$ cat src/rtl/dot_product_pkg.sv
// Shared definitions for the dot-product engine: controller state encoding
// and the helpers that derive beat count and result width from the vector
// geometry.
package dot_product_pkg;

  typedef enum logic [1:0] {
    ST_IDLE    = 2'd0,
    ST_COMPUTE = 2'd1,
    ST_WRITE   = 2'd2,
    ST_DONE    = 2'd3
  } dp_state_t;

  // Cycles needed to walk one vector when LANES elements are consumed per cycle.
  function automatic int dp_beats(input int vec_len, input int lanes);
    return vec_len / lanes;
  endfunction

  // Full-precision width of a VEC_LEN-term sum of DATA_WIDTH x DATA_WIDTH products.
  function automatic int dp_result_width(input int data_width, input int vec_len);
    return 2 * data_width + $clog2(vec_len);
  endfunction

endpackage

$ cat src/rtl/dp_lane_mac.sv
// Combinational LANES-wide multiply plus adder tree.
// Ports:
//   a_vec, b_vec : LANES operand elements each
//   is_signed    : 1 = two's-complement operands, 0 = unsigned
//   sum          : sum of the LANES products, extended to RESULT_WIDTH
module dp_lane_mac #(
  parameter int DATA_WIDTH   = 8,
  parameter int LANES        = 2,
  parameter int RESULT_WIDTH = 19
) (
  input  logic [LANES-1:0][DATA_WIDTH-1:0] a_vec,
  input  logic [LANES-1:0][DATA_WIDTH-1:0] b_vec,
  input  logic                             is_signed,
  output logic [RESULT_WIDTH-1:0]          sum
);

  localparam int PW = 2 * DATA_WIDTH + 2;

  // Operands get one extra bit that carries either their sign or a zero, so a
  // single signed multiplier serves both modes and the product's top bit is
  // already the correct extension bit for RESULT_WIDTH.
  logic signed [DATA_WIDTH:0]   a_ext;
  logic signed [DATA_WIDTH:0]   b_ext;
  logic signed [PW-1:0]         prod;
  logic        [RESULT_WIDTH-1:0] term;

  always_comb begin
    sum   = '0;
    a_ext = '0;
    b_ext = '0;
    prod  = '0;
    term  = '0;
    for (int l = 0; l < LANES; l++) begin
      a_ext = {is_signed & a_vec[l][DATA_WIDTH-1], a_vec[l]};
      b_ext = {is_signed & b_vec[l][DATA_WIDTH-1], b_vec[l]};
      prod  = a_ext * b_ext;
      term  = RESULT_WIDTH'(prod);
      sum   = sum + term;
    end
  end

endmodule

$ cat src/rtl/dot_product_engine.sv
// Dot-product engine: computes pair_count dot products from a bank of
// operand vector pairs and stores each into its result slot.
// Ports:
//   clk, rst                 : clock, synchronous active-high reset
//   start, pair_count,
//   cfg_signed               : run request and its configuration
//   busy, done, cfg_err      : run status, completion pulse, illegal-start pulse
//   wr_en, wr_pair, wr_idx,
//   wr_a, wr_b, wr_err       : operand write port and rejected-write pulse
//   rd_en, rd_addr, rd_data,
//   rd_valid                 : registered result read port
//   results_written          : result slots stored in the current/last run
//
// state      | meaning
// -----------+-----------------------------------------------------------
// ST_IDLE    | waiting for a legal start; operand writes accepted
// ST_COMPUTE | accumulating LANES products per cycle for pair pair_idx
// ST_WRITE   | storing the accumulator into result slot pair_idx
// ST_DONE    | one-cycle done pulse, then back to idle
module dot_product_engine
  import dot_product_pkg::*;
#(
  parameter int DATA_WIDTH   = 8,
  parameter int VEC_LEN      = 8,
  parameter int LANES        = 2,
  parameter int NUM_PAIRS    = 4,
  parameter int RESULT_WIDTH = dp_result_width(DATA_WIDTH, VEC_LEN)
) (
  input  logic                         clk,
  input  logic                         rst,
  input  logic                         start,
  input  logic [$clog2(NUM_PAIRS):0]   pair_count,
  input  logic                         cfg_signed,
  output logic                         busy,
  output logic                         done,
  output logic                         cfg_err,
  input  logic                         wr_en,
  input  logic [$clog2(NUM_PAIRS)-1:0] wr_pair,
  input  logic [$clog2(VEC_LEN)-1:0]   wr_idx,
  input  logic [DATA_WIDTH-1:0]        wr_a,
  input  logic [DATA_WIDTH-1:0]        wr_b,
  output logic                         wr_err,
  input  logic                         rd_en,
  input  logic [$clog2(NUM_PAIRS)-1:0] rd_addr,
  output logic [RESULT_WIDTH-1:0]      rd_data,
  output logic                         rd_valid,
  output logic [$clog2(NUM_PAIRS):0]   results_written
);

  localparam int BEATS  = dp_beats(VEC_LEN, LANES);
  localparam int PAIR_W = $clog2(NUM_PAIRS);
  localparam int CNT_W  = PAIR_W + 1;
  localparam int IDX_W  = $clog2(VEC_LEN);
  localparam int BEAT_W = (BEATS > 1) ? $clog2(BEATS) : 1;
  localparam logic [BEAT_W-1:0] BEAT_LAST = BEAT_W'(BEATS - 1);

  dp_state_t state, state_nxt;

  logic [DATA_WIDTH-1:0]   a_mem   [NUM_PAIRS][VEC_LEN];
  logic [DATA_WIDTH-1:0]   b_mem   [NUM_PAIRS][VEC_LEN];
  logic [RESULT_WIDTH-1:0] res_mem [NUM_PAIRS];

  logic [BEAT_W-1:0]       beat_left;
  logic [BEAT_W-1:0]       beat_num;
  logic [PAIR_W-1:0]       pair_idx;
  logic [CNT_W-1:0]        pair_cnt_q;
  logic                    signed_q;
  logic [RESULT_WIDTH-1:0] acc;
  logic [RESULT_WIDTH-1:0] lane_sum;
  logic [IDX_W-1:0]        elem_idx;
  logic [LANES-1:0][DATA_WIDTH-1:0] lane_a;
  logic [LANES-1:0][DATA_WIDTH-1:0] lane_b;
  logic pair_ok, start_ok, last_pair, wr_ok;

  assign pair_ok   = (pair_count != '0) && (pair_count <= CNT_W'(NUM_PAIRS));
  assign start_ok  = (state == ST_IDLE) && start && pair_ok;
  assign last_pair = ({1'b0, pair_idx} + CNT_W'(1)) == pair_cnt_q;
  // A write coinciding with an accepted start would race the first beat.
  assign wr_ok     = wr_en && !busy && !start_ok;

  // beat_left counts down, so the element window advances as it falls.
  assign beat_num = BEAT_LAST - beat_left;

  always_comb begin
    lane_a   = '0;
    lane_b   = '0;
    elem_idx = '0;
    for (int l = 0; l < LANES; l++) begin
      elem_idx  = IDX_W'(int'(beat_num) * LANES + l);
      lane_a[l] = a_mem[pair_idx][elem_idx];
      lane_b[l] = b_mem[pair_idx][elem_idx];
    end
  end

  dp_lane_mac #(
    .DATA_WIDTH  (DATA_WIDTH),
    .LANES       (LANES),
    .RESULT_WIDTH(RESULT_WIDTH)
  ) u_lane_mac (
    .a_vec    (lane_a),
    .b_vec    (lane_b),
    .is_signed(signed_q),
    .sum      (lane_sum)
  );

  always_ff @(posedge clk) begin
    if (rst) state <= ST_IDLE;
    else     state <= state_nxt;
  end

  always_comb begin
    state_nxt = state;
    busy      = 1'b0;
    done      = 1'b0;
    unique case (state)
      ST_IDLE: begin
        if (start_ok) state_nxt = ST_COMPUTE;
      end
      ST_COMPUTE: begin
        busy = 1'b1;
        if (beat_left == '0) state_nxt = ST_WRITE;
      end
      ST_WRITE: begin
        busy      = 1'b1;
        state_nxt = last_pair ? ST_DONE : ST_COMPUTE;
      end
      ST_DONE: begin
        done      = 1'b1;
        state_nxt = ST_IDLE;
      end
      default: state_nxt = ST_IDLE;
    endcase
  end

  always_ff @(posedge clk) begin
    if (rst) begin
      beat_left       <= '0;
      pair_idx        <= '0;
      pair_cnt_q      <= '0;
      signed_q        <= 1'b0;
      acc             <= '0;
      results_written <= '0;
      cfg_err         <= 1'b0;
      wr_err          <= 1'b0;
      rd_valid        <= 1'b0;
      rd_data         <= '0;
    end else begin
      cfg_err  <= (state == ST_IDLE) && start && !pair_ok;
      wr_err   <= wr_en && !wr_ok;
      rd_valid <= rd_en;
      if (rd_en) rd_data <= res_mem[rd_addr];
      unique case (state)
        ST_IDLE: begin
          if (start_ok) begin
            pair_cnt_q      <= pair_count;
            signed_q        <= cfg_signed;
            results_written <= '0;
            acc             <= '0;
            pair_idx        <= '0;
            beat_left       <= BEAT_LAST;
          end
        end
        ST_COMPUTE: begin
          acc <= acc + lane_sum;
          if (beat_left != '0) beat_left <= beat_left - BEAT_W'(1);
        end
        ST_WRITE: begin
          acc             <= '0;
          results_written <= results_written + CNT_W'(1);
          beat_left       <= BEAT_LAST;
          if (!last_pair) pair_idx <= pair_idx + PAIR_W'(1);
        end
        default: ;
      endcase
    end
  end

  // Storage is deliberately not reset; an aborted run keeps earlier slots.
  always_ff @(posedge clk) begin
    if (!rst && wr_ok) begin
      a_mem[wr_pair][wr_idx] <= wr_a;
      b_mem[wr_pair][wr_idx] <= wr_b;
    end
    if (!rst && state == ST_WRITE) res_mem[pair_idx] <= acc;
  end

endmodule

$ cat config.mk
export PLATFORM = sky130hd
export DESIGN_NAME = dot_product_engine
export DESIGN_NICKNAME = d
export VERILOG_FILES = /design/src/rtl/dot_product_pkg.sv /design/src/rtl/dp_lane_mac.sv /design/src/rtl/dot_product_engine.sv
export SDC_FILE = /design/constraint.sdc
export NUM_CORES = 1
export LEC_CHECK = 0
export BUFFER_PORTS_ARGS = -buffer_cell sky130_fd_sc_hd__buf_2
export CAP_MARGIN = 20
export CELL_PAD_IN_SITES_DETAIL_PLACEMENT = 0
export CELL_PAD_IN_SITES_GLOBAL_PLACEMENT = 1
export CORE_MARGIN = 8
export CORE_UTILIZATION = 28
export CTS_BUF_LIST = sky130_fd_sc_hd__clkbuf_2 sky130_fd_sc_hd__clkbuf_4 sky130_fd_sc_hd__clkbuf_8
export DETAILED_ROUTE_END_ITERATION = 8
export GPL_ROUTABILITY_DRIVEN = 0
export PLACE_DENSITY = 0.43
export SLEW_MARGIN = 40
export SYNTH_ARGS = -nofsm -noshare
export SYNTH_HDL_FRONTEND = slang
export SYNTH_SLANG_ARGS = --single-unit
$ cat constraint.sdc
create_clock -name clk -period 10.3 [get_ports clk]
set_clock_uncertainty 0.2 [all_clocks]
set_input_delay 2.06 -clock clk [delete_from_list [all_inputs] [get_ports clk]]
set_output_delay 2.06 -clock clk [all_outputs]
set_load 0.05 [all_outputs]
# Word-level counts from Yosys, hierarchy flattened

Memories as Yosys holds them, arrays and structs flattened. A register that Yosys moved wholly into a read port is not among the register bits.
Index checks and enable logic that the tools add are counted.

Register bits: 35
RAM bits: 588
Output and inout bits: 27
Memories kept: 3

Memories:

| name    | words | bits a word | rd ports | clocked after Yosys merged registers in | write ports | line                     | text |
|---|---|---|---|---|---|---|---|
| a_mem   | 4     | 64          | 1        | 1                                       | 1           | dot_product_engine.sv:59 | `logic [DATA_WIDTH-1:0] a_mem [NUM_PAIRS][VEC_LEN];` |
| b_mem   | 4     | 64          | 1        | 1                                       | 1           | dot_product_engine.sv:60 | `logic [DATA_WIDTH-1:0] b_mem [NUM_PAIRS][VEC_LEN];` |
| res_mem | 4     | 19          | 1        | 1                                       | 1           | dot_product_engine.sv:61 | `logic [RESULT_WIDTH-1:0] res_mem [NUM_PAIRS];` |

$add $sub $neg: 8
Multiply operators: 2
$lt $le $gt $ge: 5
Equal/unequal tests: 8
Mux-type cells: 38
Bitwise logic cells: 7
Reduce and logical (&&, ||, !) cells: 28

Operator list:

| cell                                                           | count |
|---|---|
| 8-bit binary-select mux with 3-bit select                      | 4 |
| 8-bit 2-to-1 mux                                               | 9 |
| 64-bit 2-to-1 mux                                              | 1 |
| 19-bit one-hot mux with 3 select lines                         | 1 |
| 9-bit by 9-bit multiplier with 18-bit output                   | 2 |
| 8-bit demux with 3-bit select                                  | 1 |
| 2-bit 2-to-1 mux                                               | 11 |
| 18-bit by 18-bit adder with 19-bit output                      | 1 |
| 19-bit adder                                                   | 1 |
| 19-bit 2-to-1 mux                                              | 1 |
| 4-bit >= comparator (second input constant)                    | 3 |
| 3-bit inverter with 4-bit output                               | 3 |
| 1-bit logical AND                                              | 10 |
| 2-bit != test (second input constant)                          | 4 |
| 2-bit one-hot mux with 4 select lines                          | 1 |
| 2-bit AND reduction                                            | 4 |
| 3-bit by 1-bit adder with 3-bit output (second input constant) | 2 |
| 2-bit one-hot mux with 3 select lines                          | 1 |
| 3-bit one-hot mux with 2 select lines                          | 1 |
| 3-bit AND reduction                                            | 2 |
| 3-bit nonzero test                                             | 2 |
| 1-bit zero test                                                | 5 |
| 1-bit 2-to-1 mux                                               | 5 |
| 1-bit bitwise AND                                              | 4 |
| other kinds (14)                                               | 17 |

# Depth between registers and ports, before layout

Gate-level depths: netlist of the first run.

Word-level depth: 11
Mapped depth: 28

# Modules after synthesis

Synthesis of the first run repeated with hierarchy kept, for this count alone.

Cell total of the unflattened synthesis: 1900
Area, all modules: 31811.8 um^2

Modules (own cells, without submodules):

| module             | times used | cells an instance | area an instance (um^2) |
|---|---|---|---|
| dot_product_engine | 1          | 1210              | 25207.9 |
| dp_lane_mac        | 1          | 690               | 6603.8 |

# Worst setup path after synthesis of the first run

OpenSTA, ideal clock, no wires.

Kind: reg-to-reg
Start: register (tool-made name)
End: register acc[18]
Arrival: 7084 ps
Data required time: 9981 ps
Setup slack: 2896 ps
Cell stages (with the launch flop): 25
Buffers on the path: 3
Cell sequence: dfxtp_1 > buf_2 > buf_2 > buf_1 > mux4_2 > mux4_2 > nand2_1 > inv_1 > fa_1 > inv_1 > fa_1 > inv_1 > fa_1 > fa_1 > fa_1 > fa_1 > ha_1 > ha_1 > a21o_1 > a21oi_1 > o31ai_1 > or3_1 > a41oi_1 > xnor2_1 > o21ai_1

RTL lines:

| element              | line                      | text |
|---|---|---|
| end signal, assigned | dot_product_engine.sv:164 | `acc <= acc + lane_sum;` |
| end, declared        | dot_product_engine.sv:68  | `logic [RESULT_WIDTH-1:0] acc;` |

==> impl_metrics.tcl, run 1 <==
set metrics [dict create \
    crit_type "register to register" \
    drc 0 \
    drive_above_1_share_pct 24.4 \
    cts-root-buf "clkbuf_8" \
    wl_per_cell_um 23.7 \
    finalCritPeriodShare_pct 81.0 \
    die_w_um 350 \
    initial_core_util_pct 28.2 \
    status "complete, no violations" \
    vias_per_cell 4.47 \
    drtIter0Drc 824 \
    synth-simple-area-share_pct 4.94 \
    async_flop_share_pct 0 \
    maxCapViolCount 0 \
    worstReg2RegEnd "acc[16]" \
    num_rows 122 \
    tns_ns 0 \
    synthMuxAreaShare_pct 13.7 \
    die_h_um 350 \
    io_buffers 58 \
    cp-end-kind "register" \
    dieArea_um2 123000 \
    synth_edf_count 588 \
    grt_max_degree 62 \
    worstMarginPinSlew_ns 0.825 \
    synth-seq-cells 644 \
    synth_compound_area_share_pct 1.36 \
    rsz0062_at_grt "no" \
    synth_cell_types 56 \
    clkSinkCount 644 \
    cts_setup_buffers 0 \
    synthXorXnorAreaFrac_pct 0.727 \
    required_ns 10.74 \
    cts_buffers 108 \
    synth_nets 2119 \
    ctsResizeCount 0 \
    path_max_fanout 39 \
    htreeDepth 3 \
    synth_warnings 0 \
    setup_viol 0 \
    fmax_mhz 120 \
    syn_to_final_growth_pct 15.9 \
    core_um2 111000 \
    endpoint "acc[16]" \
    fin_crit_ns 8.34 \
    drt_pre_antenna_iters 6 \
    ios 59 \
    ys.flop_type "edfxtp_1" \
    hp-class "register to register" \
    synth_top_family_by_area "adder cells" \
    grt_pass1_wl_um 124000 \
    clkTransAtPathRegs_ns 0.06 \
    hold_viol_final 0 \
    start_kind "register" \
    grt_pass1_vias 17800 \
    postCtsHoldBufs 0 \
    grt_antenna_before_repair 5 \
    globalRouteTotalUtil_pct 13.8 \
    rr_worst_depth 22 \
    num-nets-final 2279 \
    clockBufferDepth 3 \
    vias 15900 \
    grt_overflow 0 \
    final_max_slew_viol_count 0 \
    slew_headroom_pct 45.0 \
    synthesis.area_um2 31300 \
    drt-total-wl_um 84400 \
    post-dp-hpwl_um 59100 \
    ys_seq_area_share_pct 60.0 \
    synthAdderAreaFrac_pct 15.5 \
    antenna_left 0 \
    r2r_slack_ns 1.96 \
    netlist_instances 1815 \
    clk_latency_ns 0.77 \
    crit_arrival_ns 8.79 \
    avgSynthCellArea_um2 17.2 \
    cts_tree "done" \
]
metal layers:
metal,vias to the layer above,track usage (%),wire length (um)
met1,8513,17.9,37600
met5,-,0,13
met2,257,24.2,42600
li1,7004,-,-
met3,134,2.05,2500
met4,2,3.64,1770
registers in the layout, indices dropped and copies added (netlist names), named ones only:
name             cells
signed_q             1
res_mem             76
beat_left            2
wr_err               1
b_mem              256
rd_data             19
a_mem              256
rd_valid             1
state                2
cfg_err              1
pair_cnt_q           3
acc                 19
results_written      3
pair_idx             2
worst max-delay path, cell delays in order, from the launching register on:
cell	delay (ns)
dfxtp_4	0.58
buf_12	0.28
buf_12	0.37
mux4_2	0.57
mux4_2	0.65
and2_1	0.25
fa_1	0.54
inv_1	0.06
fa_1	0.50
fa_1	0.52
inv_1	0.05
fa_1	0.57
fa_1	0.43
fa_1	0.46
fa_1	0.41
ha_1	0.40
a21o_1	0.20
a21oi_1	0.15
o31ai_1	0.12
or3_1	0.38
a41o_1	0.26
xnor2_1	0.12
o21ai_0	0.15
cell usage in the layout, fill, tap and decap left out, types with 24 or more instances in the layout:
cell type	count
clkinv_1	29
dfxtp_1	53
inv_1	215
mux4_2	175
buf_4	26
buf_2	58
and2_1	69
clkbuf_8	109
mux2i_1	24
edfxtp_1	588
nand2_1	106
nor2_1	55
ha_1	81
fa_1	191
clkbuf_4	37
kinds of logic after synthesis:
| family | count (synthesis) |
|---|---|
| buffers and inverters | 277 |
| adders and majority gates | 272 |
| DFF | 644 |
| and+or+nand+nor | 326 |
| muxes | 204 |
| xor gates and xnor gates | 26 |
| AOI/OAI and AO/OA | 66 |
per-stage QoR:
step	utilization [%]	cells	hold slack, ns	area [um2]	setup slack (ns)
5_1_grt	32.7	3556	0.314	36300	1.55
3_3_place_gp	30.3	3331	0.269	33500	1.70
3_5_place_dp	30.7	3352	0.282	34100	1.86
6_report	32.7	3559	0.287	36300	1.96
2_1_floorplan	-	1815	0.271	31300	2.90
4_1_cts	32.7	3554	0.294	36300	1.81
cell type report:
| type | count | area (um2) |
|---|---|---|
| fillers | 10700 | 74500 |
| flip-flops and latches | 644 | 18800 |
| multi-input cells | 894 | 11500 |
| well taps | 1488 | 1860 |
| clock buffers | 146 | 1780 |
| repair buffers | 109 | 1070 |
| inverters | 218 | 818 |
| clock inverters | 56 | 422 |
| diodes | 4 | 10.0 |
synthesized netlist by cell type, types with 20 or more instances:
library cell	instances	share of area (%)
inv_1	215	2.6
edfxtp_1	588	56
a21oi_1	22	0.35
clkbuf_1	25	0.30
xnor2_1	20	0.56
mux2i_1	24	0.77
and2_1	73	1.5
mux4_2	175	13
dfxtp_1	56	3.6
nand2_1	106	1.3
fa_1	191	12
ha_1	81	3.2
nor2_1	87	1.0
worst min-delay path by stage:
stage	from	to	cells past startpoint
detailed placement	rd_data[10]	rd_data[10]	2
global placement	rd_data[5]	rd_data[5]	2
finish	rd_data[10]	rd_data[10]	2
floorplan	acc[4]	acc[4]	2
global route	rd_data[10]	rd_data[10]	2
CTS	rd_data[10]	rd_data[10]	2
Power of run 1 is not shown: default switching activity piles up to over one toggle a cycle in this logic, so the estimate is an artifact.
==> run 2: changes to the inputs <==
clock period = 8.3 ns   (was 10.3 ns; I/O delays follow)
==> run 2 against run 1 <==
Net effect: non-clock buffer count is 11 higher; via count is 0.23% higher; setup slack worse by 1.6 ns; sequential share of layout area is 0.30 points lower; core utilization is 0.19 points higher; sequential cell count stayed put.
==> impl_metrics.tcl, run 2 (synthesis results as in run 1) <==
set metrics [dict create \
    status "complete, no violations" \
    cts_buffers 111 \
    mostFrequentLayoutCells "edfxtp_1 (588), inv_1 (215), fa_1 (191), mux4_2 (175), clkbuf_8 (114)" \
    drt-total-wl_um 83100 \
    setup_viol 0 \
    grt_max_degree 48 \
    drc 0 \
    drive_above_1_share_pct 24.7 \
    syn_to_final_growth_pct 16.6 \
    postCtsHoldBufs 0 \
    clk_latency_ns 0.79 \
    hold_depth 2 \
    fin_util_pct 32.9 \
    die_w_um 350 \
    hp-class "register to register" \
    final_max_slew_viol_count 0 \
    core_um2 111000 \
    slew_headroom_pct 44.7 \
    cts-root-buf "clkbuf_8" \
    io_buffers 58 \
    crit_type "register to register" \
    required_ns 8.75 \
    top_regs "a_mem (256), b_mem (256), res_mem (76)" \
    vias_per_cell 4.46 \
    final_common_cell "edfxtp_1" \
    num-nets-final 2293 \
    grt_antenna_before_repair 4 \
    fill_cells 10800 \
    dieArea_um2 123000 \
    finalCritPeriodShare_pct 96.1 \
    vias 15900 \
    clkTransAtPathRegs_ns 0.06 \
    worstMarginPinSlew_ns 0.828 \
    fmax_mhz 125 \
    post-dp-hpwl_um 57400 \
    hold_viol_final 0 \
    globalRouteTotalUtil_pct 13.7 \
    rsz0062_at_grt "no" \
    path_max_fanout 19 \
    maxCapViolCount 0 \
    die_h_um 350 \
    num_rows 122 \
    drt_pre_antenna_iters 5 \
    clkSinkCount 644 \
    cp-end-kind "register" \
    tns_ns 0 \
    drtIter0Drc 996 \
    grt_overflow 0 \
    htreeDepth 3 \
    start_kind "register" \
    cts_tree "done" \
    grt_pass1_wl_um 123000 \
    clockBufferDepth 3 \
    crit_arrival_ns 8.42 \
    rr_worst_depth 22 \
    ios 59 \
    antenna_left 0 \
    fin_crit_ns 7.97 \
    grt_pass1_vias 17700 \
    wl_per_cell_um 23.3 \
    initial_core_util_pct 28.2 \
]
-- run 2: cell types whose count changed in the layout (fill, tap and decap cells not counted), sizes merged --
cell	previous run	this run
buf	109	120
clkinvlp	1	2
clkinv	45	47
diode	4	5
inv	223	222
bufinv	5	7
-- run 2: routing by layer --
metal	up-vias	track usage [%]	wire length [um]
li1	7029	-	-
met5	-	0	0
met4	0	3.86	1790
met2	312	23.8	41500
met1	8479	17.8	36400
met3	126	2.30	3390
-- run 2: final cells by class --
| class | count | area (um2) | share of cell area [%] |
|---|---|---|---|
| antenna | 5 | 12.5 | 0.0343 |
| clock buffer | 146 | 1810 | 4.96 |
| clock inverter | 60 | 512 | 1.40 |
| inverter | 218 | 818 | 2.24 |
| multi-input combinational | 894 | 11500 | 31.6 |
| sequential | 644 | 18800 | 51.5 |
| tap | 1488 | 1860 | 5.10 |
| timing repair buffer | 120 | 1170 | 3.22 |
-- run 2: timing repair --
action                     4_1_cts  5_1_grt
hold endpoints to repair         0        0
setup endpoints to repair        0        1
buffers inserted                 0        2
gates resized for setup          0        0
-- run 2: path summary, 6_finish.rpt --
kind | start | endpoint | slack, ns
hold / removal | rd_data[6] | rd_data[6] | 0.29
setup / recovery | register | acc[16] | 0.33
setup reg to reg | register | acc[16] | 0.33
hold reg to reg | rd_data[6] | rd_data[6] | 0.29
-- run 2: worst max-delay path: stages (launching register included) --
cell and delay (ns):
dfxtp_4 0.40, buf_12 0.22, buf_12 0.22, mux4_1 0.56, mux4_2 0.50, and2_1 0.24
nand2_1 0.17, inv_1 0.08, fa_1 0.50, fa_1 0.51, fa_1 0.63, fa_1 0.47
fa_1 0.51, fa_1 0.44, fa_1 0.40, ha_1 0.39, a21o_1 0.21, a21oi_1 0.14
o31ai_1 0.13, or3_1 0.39, a41o_1 0.26, xnor2_1 0.12, o21ai_0 0.15
-- run 2: through the flow --
step	instance area [um2]	worst slack [ns]	cells	hold WS, ns
finish	36500	0.326	3575	0.289
global route	36500	0.0149	3574	0.316
CTS	36400	0.295	3566	0.296
detailed placement	34100	0.360	3360	0.281
global placement	33800	0.347	3348	0.270
floorplan	31300	0.896	1815	0.271
Power of run 2 is left out for the same reason.
==> run 3: changes to the inputs <==
CORE_UTILIZATION = 57   (was 28)
PLACE_DENSITY = 0.8   (was 0.43)
==> run 3 against run 2 <==
Net effect: cell area shrank 5.2%; count of clock-buffer cells in the layout shrank 5; via count shrank 0.46%; maximum frequency is essentially flat; core utilization grew 30 points; sequential share of layout area grew 2.8 points; worst hold slack lost 0.0040 ns; first-iteration DRC count grew 47%; sequential cell count is the same; wire length shrank 19%; global-route usage grew 8.0 points; critical path type unchanged; largest cell class unchanged.
==> impl_metrics.tcl, run 3 (synthesis results as in run 1) <==
set metrics [dict create \
    drtIter0Drc 1460 \
    grt_antenna_before_repair 2 \
    fin_crit_ns 7.97 \
    vias 15900 \
    rr_worst_depth 21 \
    core_um2 54700 \
    vias_per_cell 5.77 \
    die_h_um 250 \
    drive_above_1_share_pct 22.6 \
    setup_viol 0 \
    clk_latency_ns 0.70 \
    htreeDepth 3 \
    clkTransAtPathRegs_ns 0.06 \
    grt_max_degree 48 \
    worstReg2RegEnd "acc[16]" \
    tns_ns 0 \
    grt_pass1_wl_um 103000 \
    cpMostUsedCell "fa_1" \
    num_rows 86 \
    hp-class "register to register" \
    dieArea_um2 62700 \
    drc 0 \
    drt_pre_antenna_iters 5 \
    critical-path-slowest-cell "mux4_2" \
    post-dp-hpwl_um 45100 \
    finalCritPeriodShare_pct 96.0 \
    antenna_left 0 \
    start_kind "register" \
    io_buffers 58 \
    syn_to_final_growth_pct 10.5 \
    path_max_fanout 30 \
    globalRouteTotalUtil_pct 21.8 \
    grt_pass1_vias 17000 \
    initial_core_util_pct 57.3 \
    wl_per_cell_um 24.5 \
    top_regs "a_mem (256), b_mem (256), res_mem (76)" \
    cp-end-kind "register" \
    path_cells "buf_12 > buf_12 > mux4_1 > mux4_2 > nand2_2 > nor2_1 > fa_1 > fa_1 > fa_1 > fa_1 > fa_1 > fa_1 > fa_1 > ha_1 > a21o_1 > a21oi_1 > o31ai_1 > or3_1 > a41o_1 > xnor2_1 > o21ai_0" \
    postCtsHoldBufs 0 \
    final_common_cell "edfxtp_1" \
    worstMarginPinSlew_ns 0.828 \
    cts_setup_buffers 0 \
    mostFrequentLayoutCells "edfxtp_1 (588), inv_1 (215), fa_1 (191), mux4_2 (175), nand2_1 (106)" \
    status "complete, no violations" \
    drt-total-wl_um 67300 \
    hold_start "rd_data[13]" \
    hold-path-endpoint "rd_data[13]" \
    clkSinkCount 644 \
    fmax_mhz 126 \
    rsz0062_at_grt "no" \
    hold_viol_final 0 \
    ios 59 \
    cts_buffers 99 \
    fill_cells 3840 \
    crit_type "register to register" \
    cpPeakStageDelay_ns 0.64 \
    maxCapViolCount 0 \
    ctsResizeCount 0 \
    r2r_slack_ns 0.33 \
    clockBufferDepth 3 \
    required_ns 8.69 \
    cts_tree "done" \
    grt_overflow 0 \
    final_max_slew_viol_count 0 \
    cts-root-buf "clkbuf_8" \
    slew_headroom_pct 44.6 \
    hold_depth 2 \
    num-nets-final 2277 \
    crit_arrival_ns 8.36 \
    die_w_um 250 \
]
## run 3: changes by cell type in the layout (fill, tap and decap cells not counted), sizes merged
cell / delta
clkinvlp: +1
clkinv: -22
buf: -4
clkbuf: -5
diode: -4
bufinv: -5
## run 3: area by class of cell
type / count / area (um2) / area share, %
Clock inverter: 34 / 234 / 0.676
Inverter: 218 / 818 / 2.37
Tap cell: 704 / 881 / 2.55
Clock buffer: 141 / 1700 / 4.90
Antenna cell: 1 / 2.50 / 0.00723
Multi-Input combinational cell: 894 / 11400 / 32.8
Timing Repair Buffer: 116 / 813 / 2.35
Sequential cell: 644 / 18800 / 54.3
## run 3: per-stage QoR
step | area [um2] | hold WS, ns | util [%] | setup slack (ns) | cells
2_1_floorplan | 31300 | 0.271 | - | 0.896 | 1815
3_3_place_gp | 32600 | 0.266 | 59.7 | 0.485 | 2576
3_5_place_dp | 32700 | 0.277 | 59.7 | 0.386 | 2576
4_1_cts | 34600 | 0.293 | 63.3 | 0.305 | 2751
5_1_grt | 34600 | 0.320 | 63.3 | 0.0186 | 2752
6_report | 34600 | 0.285 | 63.3 | 0.333 | 2752
## run 3: how the worst max path moves through the flow
stage,end,startpoint,cells past startpoint
5_1_grt,acc[16],register,22
4_1_cts,acc[16],register,21
2_1_floorplan,acc[18],register,24
6_report,acc[16],register,21
3_5_place_dp,acc[16],register,20
3_3_place_gp,acc[18],register,20
## run 3: layer usage
layer | routed length, um | track usage (%) | up-vias
met1 | 26600 | 28.2 | 8266
met2 | 35100 | 37.6 | 547
met3 | 4010 | 3.63 | 99
met4 | 1630 | 6.83 | 0
li1 | - | - | 6961
met5 | 0 | 0 | -
## run 3: critical path, delay by kind of cell, from the launching register on
family,cells,cell delay [ns]
buffers and inverters,2,0.53
AND/OR/NAND/NOR,3,0.72
AO/OA/AOI/OAI,5,0.93
adder cells (fa/ha/maj),8,3.68
multiplexers,2,1.24
flip-flops,1,0.38
XOR/XNOR,1,0.12
Power of run 3 is left out for the same reason.
